## src/rtl/slurm16_pkg.sv

```systemverilog
// -----------------------------------------------------------------------------
// slurm16_pkg
// Shared types and default sizes for the slurm16 memory arbiter.
//   owner_t      : which requester a memory access belongs to.
//   arb_state_t  : arbiter state (last grant and whether a DMA burst is open).
//   cnt_width()  : width of a counter that must hold 0..max_val.
// -----------------------------------------------------------------------------
package slurm16_pkg;

  localparam int BITS_DEF         = 16;
  localparam int ADDRESS_BITS_DEF = 16;
  localparam int STARVE_MAX_DEF   = 4;
  localparam int MAX_BURST_DEF    = 8;

  typedef enum logic {
    OWN_CPU = 1'b0,
    OWN_DMA = 1'b1
  } owner_t;

  typedef enum logic [1:0] {
    IDLE  = 2'd0,
    CPU   = 2'd1,
    DMA   = 2'd2,
    BURST = 2'd3
  } arb_state_t;

  function automatic int cnt_width(input int max_val);
    return (max_val < 1) ? 1 : $clog2(max_val + 1);
  endfunction

endpackage

```

## src/rtl/slurm16_mem_arbiter_if.sv

```systemverilog
// -----------------------------------------------------------------------------
// slurm16_mem_arbiter_if
// One requester's access bus into the arbiter.
//   req/wr/addr/wdata : access request, held until gnt is seen.
//   gnt               : one-cycle pulse, access issued to memory.
//   rvalid/rdata      : read return, one-cycle pulse.
// Modports: master = requester side, slave = arbiter side.
// -----------------------------------------------------------------------------
interface slurm16_mem_arbiter_if
  import slurm16_pkg::*;
#(
  parameter int ADDRESS_BITS = ADDRESS_BITS_DEF,
  parameter int BITS         = BITS_DEF
);
  logic                    req;
  logic                    wr;
  logic [ADDRESS_BITS-1:0] addr;
  logic [BITS-1:0]         wdata;
  logic                    gnt;
  logic                    rvalid;
  logic [BITS-1:0]         rdata;

  modport master (output req, wr, addr, wdata, input gnt, rvalid, rdata);
  modport slave  (input req, wr, addr, wdata, output gnt, rvalid, rdata);
endinterface

```

## src/rtl/slurm16_arb_pick.sv

```systemverilog
// -----------------------------------------------------------------------------
// slurm16_arb_pick
// Combinational grant decision for the memory arbiter.
//   Inputs : cpu_req, dma_req, dma_lock, current state, starve_cnt, burst_cnt.
//   Outputs: grant_cpu, grant_dma (mutually exclusive), next_state.
// CPU has fixed priority; DMA wins a contested cycle when it has been starved
// STARVE_MAX cycles, or while an open burst is still under MAX_BURST grants.
// -----------------------------------------------------------------------------
module slurm16_arb_pick
  import slurm16_pkg::*;
#(
  parameter int STARVE_MAX = STARVE_MAX_DEF,
  parameter int MAX_BURST  = MAX_BURST_DEF,
  parameter int SW         = cnt_width(STARVE_MAX),
  parameter int BW         = cnt_width(MAX_BURST)
)(
  input  logic          cpu_req,
  input  logic          dma_req,
  input  logic          dma_lock,
  input  arb_state_t    state,
  input  logic [SW-1:0] starve_cnt,
  input  logic [BW-1:0] burst_cnt,
  output logic          grant_cpu,
  output logic          grant_dma,
  output arb_state_t    next_state
);

  logic dma_priority;
  logic burst_capped;

  always_comb begin
    // NOTE: every output gets a default first so no path can infer a latch.
    grant_cpu  = 1'b0;
    grant_dma  = 1'b0;
    next_state = IDLE;

    dma_priority = (starve_cnt == SW'(STARVE_MAX)) ||
                   ((state == BURST) && (burst_cnt < BW'(MAX_BURST)) && dma_lock);
    burst_capped = (state == BURST) && dma_lock && (burst_cnt >= BW'(MAX_BURST));

    if (cpu_req && dma_req) begin
      if (dma_priority) begin
        grant_dma  = 1'b1;
        next_state = dma_lock ? BURST : DMA;
      end else begin
        grant_cpu  = 1'b1;
        // A capped burst yields exactly one slot to the CPU; staying in BURST
        // (with burst_cnt cleared) lets the still-locked burst resume next cycle.
        next_state = burst_capped ? BURST : CPU;
      end
    end else if (cpu_req) begin
      grant_cpu  = 1'b1;
      next_state = CPU;
    end else if (dma_req) begin
      grant_dma  = 1'b1;
      next_state = dma_lock ? BURST : DMA;
    end
  end

endmodule

```

## src/rtl/slurm16_mem_arbiter.sv

```systemverilog
// -----------------------------------------------------------------------------
// slurm16_mem_arbiter
// Shares the single slurm16 memory port between the CPU (port 0, high
// priority) and a DMA / boot-loader master (port 1).
// Ports:
//   CLK, RST            : clock, synchronous active-high reset.
//   cpu, dma            : requester buses (slurm16_mem_arbiter_if.slave).
//   dma_lock            : DMA asks for back-to-back grants (burst).
//   mem_address/mem_wdata/mem_OEb/mem_WRb : registered memory_controller drive.
//   mem_rdata           : read data, valid one cycle after mem_OEb low.
// Optional (SLURM16_ARB_STATS_EN defined): cpu_grants, dma_grants,
//   dma_stall_cycles, 16-bit wrapping counters.
// Timing: request seen in cycle N -> gnt + strobe in N+1 -> rvalid in N+2.
// -----------------------------------------------------------------------------
module slurm16_mem_arbiter
  import slurm16_pkg::*;
#(
  parameter int ADDRESS_BITS = ADDRESS_BITS_DEF,
  parameter int BITS         = BITS_DEF,
  parameter int STARVE_MAX   = STARVE_MAX_DEF,
  parameter int MAX_BURST    = MAX_BURST_DEF
)(
  input  logic                    CLK,
  input  logic                    RST,
  slurm16_mem_arbiter_if.slave    cpu,
  slurm16_mem_arbiter_if.slave    dma,
  input  logic                    dma_lock,
  output logic [ADDRESS_BITS-1:0] mem_address,
  output logic [BITS-1:0]         mem_wdata,
  input  logic [BITS-1:0]         mem_rdata,
  output logic                    mem_OEb,
  output logic                    mem_WRb
`ifdef SLURM16_ARB_STATS_EN
  ,
  output logic [15:0]             cpu_grants,
  output logic [15:0]             dma_grants,
  output logic [15:0]             dma_stall_cycles
`endif
);

  localparam int SW = cnt_width(STARVE_MAX);
  localparam int BW = cnt_width(MAX_BURST);

  arb_state_t              state;
  arb_state_t              next_state;
  logic [SW-1:0]           starve_cnt;
  logic [BW-1:0]           burst_cnt;
  logic                    grant_cpu;
  logic                    grant_dma;
  logic                    grant_any;
  logic                    sel_wr;
  logic [ADDRESS_BITS-1:0] sel_addr;
  logic [BITS-1:0]         sel_wdata;
  logic                    rd_pending;
  owner_t                  rd_owner;

  slurm16_arb_pick #(
    .STARVE_MAX (STARVE_MAX),
    .MAX_BURST  (MAX_BURST),
    .SW         (SW),
    .BW         (BW)
  ) u_pick (
    .cpu_req    (cpu.req),
    .dma_req    (dma.req),
    .dma_lock   (dma_lock),
    .state      (state),
    .starve_cnt (starve_cnt),
    .burst_cnt  (burst_cnt),
    .grant_cpu  (grant_cpu),
    .grant_dma  (grant_dma),
    .next_state (next_state)
  );

  // Mux the winning requester's access onto the memory side.
  always_comb begin
    grant_any = grant_cpu | grant_dma;
    sel_wr    = grant_dma ? dma.wr    : cpu.wr;
    sel_addr  = grant_dma ? dma.addr  : cpu.addr;
    sel_wdata = grant_dma ? dma.wdata : cpu.wdata;
  end

  always_ff @(posedge CLK) begin
    if (RST) begin
      // Clearing rd_pending here is what drops the return of an aborted read.
      state       <= IDLE;
      starve_cnt  <= '0;
      burst_cnt   <= '0;
      cpu.gnt     <= 1'b0;
      dma.gnt     <= 1'b0;
      cpu.rvalid  <= 1'b0;
      dma.rvalid  <= 1'b0;
      cpu.rdata   <= '0;
      dma.rdata   <= '0;
      mem_address <= '0;
      mem_wdata   <= '0;
      mem_OEb     <= 1'b1;
      mem_WRb     <= 1'b1;
      rd_pending  <= 1'b0;
      rd_owner    <= OWN_CPU;
    end else begin
      // NOTE: non-blocking assignments so every register samples pre-edge values.
      state   <= next_state;
      cpu.gnt <= grant_cpu;
      dma.gnt <= grant_dma;

      // Strobes are exclusive by construction: at most one grant, one direction.
      mem_OEb <= !(grant_any && !sel_wr);
      mem_WRb <= !(grant_any &&  sel_wr);
      if (grant_any) begin
        mem_address <= sel_addr;
        mem_wdata   <= sel_wdata;
      end

      // Owner tag travels with the strobe; data is captured one cycle later.
      rd_pending <= grant_any && !sel_wr;
      rd_owner   <= grant_dma ? OWN_DMA : OWN_CPU;

      cpu.rvalid <= rd_pending && (rd_owner == OWN_CPU);
      dma.rvalid <= rd_pending && (rd_owner == OWN_DMA);
      if (rd_pending && (rd_owner == OWN_CPU)) cpu.rdata <= mem_rdata;
      if (rd_pending && (rd_owner == OWN_DMA)) dma.rdata <= mem_rdata;

      // Starvation: consecutive lost DMA cycles, saturating, cleared by a win.
      if (grant_dma) begin
        starve_cnt <= '0;
      end else if (dma.req && (starve_cnt != SW'(STARVE_MAX))) begin
        starve_cnt <= starve_cnt + SW'(1);
      end

      // Burst length: counts DMA grants inside BURST; anything else clears it,
      // including the single CPU slot taken when the burst hits MAX_BURST.
      if (grant_dma && (next_state == BURST)) begin
        if (state != BURST) begin
          burst_cnt <= BW'(1);
        end else if (burst_cnt != BW'(MAX_BURST)) begin
          burst_cnt <= burst_cnt + BW'(1);
        end
      end else begin
        burst_cnt <= '0;
      end
    end
  end

`ifdef SLURM16_ARB_STATS_EN
  always_ff @(posedge CLK) begin
    if (RST) begin
      cpu_grants       <= '0;
      dma_grants       <= '0;
      dma_stall_cycles <= '0;
    end else begin
      cpu_grants       <= cpu_grants + 16'(grant_cpu);
      dma_grants       <= dma_grants + 16'(grant_dma);
      dma_stall_cycles <= dma_stall_cycles + 16'(dma.req && !grant_dma);
    end
  end
`endif

endmodule

```

## src/flat_wrapper.sv

```systemverilog
// flat-port wrapper written by rule: the top's interface ports become plain ports
module slurm16_mem_arbiter_flat import slurm16_pkg::*;
#(
  parameter int ADDRESS_BITS = ADDRESS_BITS_DEF,
  parameter int BITS         = BITS_DEF,
  parameter int STARVE_MAX   = STARVE_MAX_DEF,
  parameter int MAX_BURST    = MAX_BURST_DEF
)
  (CLK, RST, dma_lock, mem_address, mem_wdata, mem_rdata, mem_OEb, mem_WRb, cpu_req, cpu_wr, cpu_addr, cpu_wdata, cpu_gnt, cpu_rvalid, cpu_rdata, dma_req, dma_wr, dma_addr, dma_wdata, dma_gnt, dma_rvalid, dma_rdata);
  slurm16_mem_arbiter_if #(.ADDRESS_BITS(ADDRESS_BITS), .BITS(BITS)) cpu_i ();
  slurm16_mem_arbiter_if #(.ADDRESS_BITS(ADDRESS_BITS), .BITS(BITS)) dma_i ();
  input  logic CLK;
  input  logic RST;
  input  logic dma_lock;
  output logic [ADDRESS_BITS-1:0] mem_address;
  output logic [BITS-1:0] mem_wdata;
  input  logic [BITS-1:0] mem_rdata;
  output logic mem_OEb;
  output logic mem_WRb;
  input wire logic [$bits(cpu_i.req)-1:0] cpu_req;
  input wire logic [$bits(cpu_i.wr)-1:0] cpu_wr;
  input wire logic [$bits(cpu_i.addr)-1:0] cpu_addr;
  input wire logic [$bits(cpu_i.wdata)-1:0] cpu_wdata;
  output wire logic [$bits(cpu_i.gnt)-1:0] cpu_gnt;
  output wire logic [$bits(cpu_i.rvalid)-1:0] cpu_rvalid;
  output wire logic [$bits(cpu_i.rdata)-1:0] cpu_rdata;
  input wire logic [$bits(dma_i.req)-1:0] dma_req;
  input wire logic [$bits(dma_i.wr)-1:0] dma_wr;
  input wire logic [$bits(dma_i.addr)-1:0] dma_addr;
  input wire logic [$bits(dma_i.wdata)-1:0] dma_wdata;
  output wire logic [$bits(dma_i.gnt)-1:0] dma_gnt;
  output wire logic [$bits(dma_i.rvalid)-1:0] dma_rvalid;
  output wire logic [$bits(dma_i.rdata)-1:0] dma_rdata;
  assign cpu_i.req = cpu_req;
  assign cpu_i.wr = cpu_wr;
  assign cpu_i.addr = cpu_addr;
  assign cpu_i.wdata = cpu_wdata;
  assign cpu_gnt = cpu_i.gnt;
  assign cpu_rvalid = cpu_i.rvalid;
  assign cpu_rdata = cpu_i.rdata;
  assign dma_i.req = dma_req;
  assign dma_i.wr = dma_wr;
  assign dma_i.addr = dma_addr;
  assign dma_i.wdata = dma_wdata;
  assign dma_gnt = dma_i.gnt;
  assign dma_rvalid = dma_i.rvalid;
  assign dma_rdata = dma_i.rdata;
  slurm16_mem_arbiter #(.ADDRESS_BITS(ADDRESS_BITS), .BITS(BITS), .STARVE_MAX(STARVE_MAX), .MAX_BURST(MAX_BURST)) u_core (.CLK(CLK), .RST(RST), .cpu(cpu_i), .dma(dma_i), .dma_lock(dma_lock), .mem_address(mem_address), .mem_wdata(mem_wdata), .mem_rdata(mem_rdata), .mem_OEb(mem_OEb), .mem_WRb(mem_WRb));
endmodule
```

## config.mk

```make
export PLATFORM = sky130hd
export DESIGN_NAME = slurm16_mem_arbiter_flat
export DESIGN_NICKNAME = d
export VERILOG_FILES = /design/src/rtl/slurm16_pkg.sv /design/src/rtl/slurm16_mem_arbiter_if.sv /design/src/rtl/slurm16_arb_pick.sv /design/src/rtl/slurm16_mem_arbiter.sv /design/src/flat_wrapper.sv
export SDC_FILE = /design/constraint.sdc
export NUM_CORES = 1
export LEC_CHECK = 0
export ABC_AREA = 1
export CORE_UTILIZATION = 46
export CTS_BUF_LIST = sky130_fd_sc_hd__clkbuf_2
export DETAILED_ROUTE_END_ITERATION = 16
export PLACE_DENSITY = 0.95
export SLEW_MARGIN = 5
export SYNTH_ARGS = -nofsm -noshare
export SYNTH_HDL_FRONTEND = slang
export SYNTH_SLANG_ARGS = --single-unit
```

## constraint.sdc

```tcl
create_clock -name CLK -period 3.1 [get_ports CLK]
set_input_delay 0.31 -clock CLK [delete_from_list [all_inputs] [get_ports CLK]]
set_output_delay 0.31 -clock CLK [all_outputs]
set_load 0.01 [all_outputs]
```

==> results.md, run 1 <==
Run status:
- The flow ran to the end, and the final reports show no timing, DRC or antenna violations.

Critical path:
- The setup slack of the most critical reg-to-reg path is 1.08 ns.
- The critical path goes through inv_1 -> ha_1 -> nand2_2 -> nand3_1 -> nand3_2 -> inv_1 -> nand3_1 -> nor2_1.
- The end of the worst register-to-register path is u_core.burst_cnt[1]$_SDFFE_PP0N_.
- The end point of the critical path is u_core.burst_cnt[1]$_SDFFE_PP0N_.
- The critical register-to-register path startpoint is u_core.starve_cnt[0]$_SDFFE_PP0P_.
- At the worst endpoint, the arrival time is 2.46 ns.
- STA puts the critical path data required time at 3.55 ns.
- The element type at the critical path end is a flop.
- In this run the worst setup path begins at u_core.starve_cnt[0]$_SDFFE_PP0P_.
- The slowest library cell on the worst path is sky130_fd_sc_hd__nand3_2.
- The worst setup path is launched from a flop.
- For the worst flop-to-flop path, the logic depth is 8.
- The largest incremental delay on the critical path is 0.57 ns.
- Along the worst path, the maximum fanout reaches 36.
- The critical path is of the flop to flop type.

Detailed routing:
- Dividing the detail-routed wire length by the instance count gives 13.13 um.
- The first detailed-routing pass ran for 4 iterations.
- The antenna violation net count after detailed routing is 0.
- The wire length on met3 is 867 um.
- The met2 wire length is 4979 um.
- The number of DRC violations after detailed-routing iteration 0 is 190.
- The routed wire length is 9824 um.
- The routed layout has 3760 vias.
- The top layer used by detailed routing is met4.
- Using the TritonRoute via totals, the vias-per-cell ratio works out to 5.027.
- The total DRC errors in the routed layout is 0.
- The detailed router put a total of 3793 um of wire on met1.

Place:
- The number of I/O port buffers is 156.
- In this run, placement finished with an instance count of 732.
- At the end of routability-driven placement, the weighted congestion stood at 0.8522.
- Detailed placement ended at an HPWL of 7318 um.
- Summing all placed instances gives a cell area of 0.005010 mm^2.

Clocking:
- The count of cells resized by post-cts repair is 0.
- The H-tree depth is 3.
- The largest buffer count on any clock path is 2.
- The root buffer cell is sky130_fd_sc_hd__clkbuf_2.
- Clock-pin slew was measured on the worst setup and hold paths at 0.26 ns.
- For this design, the CTS-stage hold fixing added 0 buffers.
- TritonCTS built the clock tree.
- The TritonCTS buffer count is 9.
- The clock drives 80 sinks.
- The insertion delay to the later sink of the worst-skew pair is 0.54 ns.
- The number of buffers inserted to repair setup after CTS is 0.

STA:
- Setup violations remaining at the end of the flow were counted as 0.
- After routing, the total negative slack on setup checks comes to 0 ns.
- The highest clock rate is 0.4959 GHz.
- The part of the cycle the worst path needs is 0.6505.
- The final-report max-slew violation count is 0.
- Setup repair after global routing left no endpoint under its margin.
- The clock period minus worst slack is 2.017 ns.
- In this run the tightest slew margin relative to its limit is 0.5061.
- The slew at the pin with the worst max-slew slack is 0.7401 ns.
- The total count of hold-check failures in the final report is 0.
- Across the routed clock network, the largest skew measured is 0.04657 ns.

Global route:
- The number of antenna violations at the first check in global routing came to 0.
- Global routing finished with a remaining overflow of 0.
- The first global-routing pass estimated 15420 um of wire.
- The maximum number of pins on one net before global-route repair is 41.
- The overall global routing resource usage is 0.2546.
- The via count of the first global-routing pass came to 3535.

Logic synthesis:
- The cell area that synthesis handed to floorplanning was 0.003443 mm^2.
- The synthesized area per cell is 6.914 um^2.
- The Yosys step of the flow raised 0 warnings.
- Counting every instance in the synthesized netlist gives 498.
- Counting distinct cell types in the post-synthesis netlist gives 20.
- In this run, synthesis produced a sequential element count of 80.
- The number of nets produced by synthesis is 589.
- The register area share after synthesis is 0.4651.

Die:
- The floorplan step set the die height to 88.52 um.
- The die covers 0.007836 mm^2.
- The region available for standard cell placement spans 0.007253 mm^2.
- The width of the chip is 88.52 um.
- After floorplanning, the core was divided into 31 placement rows.
- The initial core utilization is 0.4747.
- Pin placement for this block handled 157 I/O pins.

Finish:
- The finished layout holds 748 standard cells, fillers aside.
- The net count of the finished layout is 735.
- In the final layout, the share of cells above drive strength 1 is 0.04314.
- The area growth from synthesis to layout is 48.40%.
- The number of antenna diodes in the final layout is 0.
- The finished cells cover 0.005110 mm^2.

Power and ir drop:
- The power after layout is 2.069 mW.
- The peak supply drop is 0.2109 mV.
- For this design the ratio of total power to cell area is 404.9 mW/mm^2.
- The analysis attributes to cell leakage a power of 2.422 nW.

Job:
- Across the run, the number of max-cap violations was 0.

Worst hold path:
- The worst min-delay path category is primary input to flop.
==> flip-flops by register name (all words and copies together), names as in the netlist <==
signal	flops
u_core.cpu.rvalid	1
u_core.rd_owner	1
u_core.dma.rdata	16
u_core.rd_pending	1
u_core.state	2
u_core.starve_cnt	3
u_core.dma.rvalid	1
u_core.mem_OEb	1
u_core.mem_address	16
u_core.burst_cnt	4
u_core.mem_WRb	1
u_core.cpu.rdata	16
u_core.mem_wdata	16
u_core.cpu.gnt	1
==> final cells by class <==
type	instances	area [um^2]
clock inverters	7	55.05
well taps	99	123.9
repair buffers	158	1577
multi-input cells	315	1408
flip-flops and latches	80	1602
clock buffers	9	45.04
fillers	577	2143
inverters	80	300.3
==> logic make-up (layout without fill, tap and decap cells) <==
kind of cell | Yosys count | after routing | share of synthesized area
xor+xnor | 3 | 3 | 0.007632
buf+inv | 103 | 254 | 0.1268
flops | 80 | 80 | 0.4651
simple gates | 270 | 270 | 0.3296
compound gates | 38 | 38 | 0.05632
fa+ha+maj | 4 | 4 | 0.01454
==> through the flow <==
stage,hold slack [ns],worst slack [ns],utilization
finish,0.3474,1.083,0.7045
global route,0.3398,0.8958,0.7045
CTS,0.3288,1.088,0.7045
detailed placement,0.4391,0.6848,0.6907
global placement,0.4369,0.8091,0.6907
floorplan,0.3817,1.743,-
==> cell usage in the layout (no fill, tap or decap), drive strengths merged <==
cell / Yosys / final
clkdlybuf4s50: 0 / 156
nand2: 115 / 115
inv: 79 / 81
dfxtp: 80 / 80
nor2: 79 / 79
nand3: 75 / 75
o21ai: 34 / 34
clkbuf: 6 / 9
clkinv: 1 / 5
ha: 4 / 4
a21oi: 4 / 4
xor2: 3 / 3
buf: 17 / 2
nand4: 1 / 1
clkinvlp: 0 / 1
==> power by group <==
part	total, mW	switching (mW)	internal, mW
combinational	0.438	0.197	0.242
sequential	1.13	0.0352	1.09
clock	0.503	0.390	0.113
==> worst min path at each step <==
| stage | endpoint | cells after the start | startpoint |
|---|---|---|---|
| after floorplan | u_core.state[1]$_SDFF_PP0_ | 1 | RST |
| after global routing | u_core.cpu.rdata[15]$_SDFFE_PP0P_ | 3 | mem_rdata[15] |
| after CTS | u_core.cpu.rdata[8]$_SDFFE_PP0P_ | 3 | mem_rdata[8] |
| final | u_core.cpu.rdata[8]$_SDFFE_PP0P_ | 3 | mem_rdata[8] |
| after detailed placement | u_core.mem_address[3]$_SDFFE_PP0N_ | 2 | u_core.mem_address[3]$_SDFFE_PP0N_ |
| after global placement | u_core.mem_wdata[3]$_SDFFE_PP0N_ | 2 | u_core.mem_wdata[3]$_SDFFE_PP0N_ |
==> cell usage after synthesis <==
| cell type | instances | area share |
|---|---|---|
| sky130_fd_sc_hd__buf_6 | 3 | 0.0098 |
| sky130_fd_sc_hd__clkinv_1 | 1 | 0.0011 |
| sky130_fd_sc_hd__clkbuf_1 | 6 | 0.0065 |
| sky130_fd_sc_hd__nand3_1 | 73 | 0.11 |
| sky130_fd_sc_hd__dfxtp_1 | 80 | 0.47 |
| sky130_fd_sc_hd__nand2_1 | 112 | 0.12 |
| sky130_fd_sc_hd__a21oi_2 | 1 | 0.0025 |
| sky130_fd_sc_hd__nand2_2 | 3 | 0.0055 |
| sky130_fd_sc_hd__nand4_1 | 1 | 0.0018 |
| sky130_fd_sc_hd__buf_4 | 4 | 0.0087 |
| sky130_fd_sc_hd__a21oi_1 | 3 | 0.0044 |
| sky130_fd_sc_hd__buf_2 | 10 | 0.015 |
| sky130_fd_sc_hd__o21ai_0 | 34 | 0.049 |
| sky130_fd_sc_hd__inv_1 | 76 | 0.083 |
| sky130_fd_sc_hd__inv_2 | 3 | 0.0033 |
| sky130_fd_sc_hd__nor2_1 | 78 | 0.085 |
| sky130_fd_sc_hd__ha_1 | 4 | 0.015 |
| sky130_fd_sc_hd__nand3_2 | 2 | 0.0058 |
| sky130_fd_sc_hd__nor2_4 | 1 | 0.0033 |
| sky130_fd_sc_hd__xor2_1 | 3 | 0.0076 |
==> worst max-delay path: cells and delay by family, from the launching register on <==
family	cells	cell delay (ns)
fa+ha+maj	1	0.16
buf+inv	2	0.32
flops	1	0.38
simple gates	5	1.07
==> metal layers <==
metal / track usage / vias to the layer above
met4: 0.1202 / 0
met2: 0.4524 / 196
li1: - / 1810
met3: 0.06996 / 20
met1: 0.2812 / 1734
met5: 0 / -
(Power assumes the default switching activity.)
==> run 2, diff against run 1 <==
--- a/config.mk
+++ b/config.mk
@@ -6,10 +6,10 @@
 export NUM_CORES = 1
 export LEC_CHECK = 0
 export ABC_AREA = 1
-export CORE_UTILIZATION = 46
+export CORE_UTILIZATION = 43
 export CTS_BUF_LIST = sky130_fd_sc_hd__clkbuf_2
 export DETAILED_ROUTE_END_ITERATION = 16
-export PLACE_DENSITY = 0.95
+export PLACE_DENSITY = 0.9
 export SLEW_MARGIN = 5
 export SYNTH_ARGS = -nofsm -noshare
 export SYNTH_HDL_FRONTEND = slang
==> constraint.sdc (replaced) <==
create_clock -name CLK -period 1.9 [get_ports CLK]
set_input_delay 0.19 -clock CLK [delete_from_list [all_inputs] [get_ports CLK]]
set_output_delay 0.19 -clock CLK [all_outputs]
set_load 0.01 [all_outputs]
==> run 2 against run 1 <==
Net effect:
- clock-buffer cell count stayed put
- clock skew decreased by 0.0096 ns
- die area increased by 6.8%
- first-iteration DRC count is 11% lower
- hold slack got worse by 0.10 ns
- sequential share of layout area down 0.84 points
- cell area is 2.7% higher
- highest routed layer unchanged
==> results.md, run 2 (synthesis results as in run 1) <==
Run status:
- The run finished with clean final reports.

Critical path:
- The number of gates on the worst path with buffers counted is 1 (-7).
- The count of buffering cells on the critical path with inverters included is 1 (-1).
- Among cell families on the critical path, the largest total delay comes from buffers and inverters.
- The slowest library cell on the worst path is sky130_fd_sc_hd__clkdlybuf4s50_1.
- The element type at the critical path end is an output port.
- The type of the worst setup path is flop to output port.
- The worst endpoint data arrival time is 1.52 ns (-0.94 ns).
- The required time of the critical path is 1.71 ns (-1.84 ns).
- The setup slack of the most critical reg-to-reg path is 0.24 ns (-0.84 ns).
- The length in cells of the worst reg-to-reg path is 10 (+2).
- The worst setup path is launched from a flop.
- The largest fanout on the critical path is 3 (-92%).
- The largest incremental delay on the critical path came to 0.58 ns (about the same).
- Traced cell by cell, the critical path runs through clkdlybuf4s50_1.
- The end of the worst register-to-register path is u_core.mem_address[13]$_SDFFE_PP0N_.
- The critical register-to-register path startpoint is u_core.starve_cnt[0]$_SDFFE_PP0P_.

STA:
- Based on the critical path, the design can be clocked at up to 0.5841 GHz.
- The part of the cycle the worst path needs is 0.9011.
- The clock skew was 0.03700 ns (-0.009573 ns).
- The final-report max-slew violation count is 0 (unchanged).
- The total setup violations reported at the end of the flow is 0 (unchanged).
- The setup TNS is 0 ns (unchanged).
- The relative slew slack is 0.6447 (+0.1387).
- The total count of hold-check failures in the final report came to 0 (unchanged).
- Setup repair after global routing left no endpoint under its margin.
- The clock period could shrink to 1.712 ns.
- The slew at the pin with the worst max-slew slack was 0.5323 ns (-0.2077 ns).

Power and ir drop:
- The power after layout is 3.549 mW (+72%).
- The cell leakage power is 2.501 nW (+3.3%).
- The peak supply drop is 0.3228 mV (+53%).
- The total power density per cell area is 675.9 mW/mm^2 (+67%).

Global route:
- The via count of the first global-routing pass is 3560 (+0.71%).
- The number of antenna violations at the first check in global routing is 0 (unchanged).
- The overall global routing resource usage came to 0.2275 (-0.02706).
- The final global-route overflow total came to 0 (unchanged).
- The global-route wire length before repair is 15460 um (+0.27%).
- The maximum number of pins on one net before global-route repair was 34 (-17%).

Clocking:
- The number of buffers inserted to repair setup after CTS is 0 (unchanged).
- The insertion delay to the later sink of the worst-skew pair is 0.52 ns (-0.02 ns).
- The largest buffer count on any clock path is 2 (unchanged).
- CTS placed an instance of sky130_fd_sc_hd__clkbuf_2 at the clock tree root.
- The clock sink total is 80 (unchanged).
- The count of cells resized by post-cts repair is 0 (unchanged).
- The H-tree depth is 3 (unchanged).
- The TritonCTS buffer count came to 9 (unchanged).
- The post-cts hold buffer count is 0 (unchanged).
- The clock transition at the registers of the reported paths is 0.26 ns (about the same).
- TritonCTS built the clock tree.

Finish:
- The final design area excluding fillers is 0.005250 mm^2 (+2.7%).
- The fraction of layout cells with a size suffix above 1 is 0.06061 (+0.01746).
- The net count of the finished layout was 746 (+1.5%).
- The number of fillers in the final layout is 622 (+7.8%).
- The synthesis-to-finish area growth is 52.47%.
- The register area is 0.001602 mm^2 (unchanged).
- The most common library cell in the layout ignoring fill and taps is sky130_fd_sc_hd__clkdlybuf4s50_1.
- The number of diodes added for antenna fixing is 0 (unchanged).
- The core utilization of the finished layout is 0.6794 (-0.02510).
- The area of the multi-input gates was 0.001408 mm^2 (unchanged).
- Leaving out fill and tap cells, the most frequent cells in the layout are sky130_fd_sc_hd__clkdlybuf4s50_1, sky130_fd_sc_hd__nand2_1, sky130_fd_sc_hd__dfxtp_1.

Place:
- The number of I/O port buffers is 156 (unchanged).
- The half-perimeter wire length of the detailed placement result was 7136 um (-2.5%).
- The area after detailed placement was 0.005121 mm^2 (+2.2%).
- The final weighted congestion in routability-driven placement was 0.8501 (-0.25%).

Die:
- The width of the chip is 91.49 um (+3.3%).
- The number of standard-cell rows in the floorplan was 32 (+3.2%).
- The height of the die is 91.49 um (+3.3%).
- The initial core utilization is 0.4456 (-0.02913).
- The overall die area is 0.008370 mm^2 (+6.8%).
- The core area is 0.007727 mm^2 (+6.5%).
- The number of primary I/O pins came to 157 (unchanged).

Detailed routing:
- The total DRC errors in the routed layout came to 0 (unchanged).
- The via density per instance came to 4.887 (-2.8%).
- The number of DRC violations after detailed-routing iteration 0 is 169 (-11%).
- The detailed-route wire length per cell is 12.41 um (-5.5%).
- The routed wire length is 9456 um (-3.7%).
- The number of search-and-repair iterations in the first detailed-routing pass came to 5 (+1).
- The vias after detailed routing is 3724 (-0.96%).
- The antenna violation net count after detailed routing came to 0 (unchanged).

Worst hold path:
- The startpoint identified for the worst hold timing path is mem_rdata[5].
- The path with the worst hold slack has its endpoint at u_core.cpu.rdata[5]$_SDFFE_PP0P_.
- In this run the worst hold path is classified as primary input to flop.
- The count of cells along the worst hold path is 3 (unchanged).

Job:
- The number of max-cap violations is 0 (unchanged).
==> run 2: cell type report <==
class	count	area share
clock buffer	9	0.008580
clock inverter	7	0.01597
inverter	80	0.05720
multi-input combinational	315	0.2681
sequential	80	0.3051
tap	102	0.02431
timing repair buffer	169	0.3208
==> run 2: worst register-to-register path, delay by kind of cell (launching register included) <==
family	cells	cell delay, ns
fa+ha+maj	1	0.21
flops	1	0.41
buf+inv	2	0.28
simple gates	7	0.72
==> run 2: worst max-delay path by stage <==
stage,start,endpoint,slack (ns)
2_1_floorplan,u_core.starve_cnt[0]$_SDFFE_PP0P_,u_core.mem_wdata[10]$_SDFFE_PP0N_,0.54
3_3_place_gp,dma_req,u_core.mem_address[2]$_SDFFE_PP0N_,0.32
3_5_place_dp,cpu_req,u_core.mem_wdata[0]$_SDFFE_PP0N_,0.25
4_1_cts,u_core.rd_owner$_SDFF_PP0_,dma_gnt,0.13
5_1_grt,u_core.starve_cnt[0]$_SDFFE_PP0P_,u_core.mem_wdata[3]$_SDFFE_PP0N_,0.03
6_report,u_core.rd_owner$_SDFF_PP0_,dma_gnt,0.19
==> run 2: per-layer routing <==
metal  wire length (um)  vias to the layer above  track usage
li1                   -                     1834            -
met1               3894                     1678       0.2723
met2               4523                      189       0.3847
met3                814                       23      0.04606
met4                223                        0       0.1151
met5                  0                        -            0
==> run 2: report_power, final <==
group | switching, mW | leakage (nW) | internal (mW)
Sequential | 0.0548 | 0.657 | 1.78
Clock | 0.643 | 0.0758 | 0.334
Combinational | 0.319 | 1.77 | 0.415
==> run 2: per-stage QoR <==
step	worst slack, ns	instances	hold WS (ns)
after floorplan	0.5428	498	0.2617
after global placement	0.3199	746	0.4372
after detailed placement	0.2535	746	0.4390
after CTS	0.1291	762	0.2010
after global routing	0.03285	762	0.1910
final	0.1878	762	0.2461
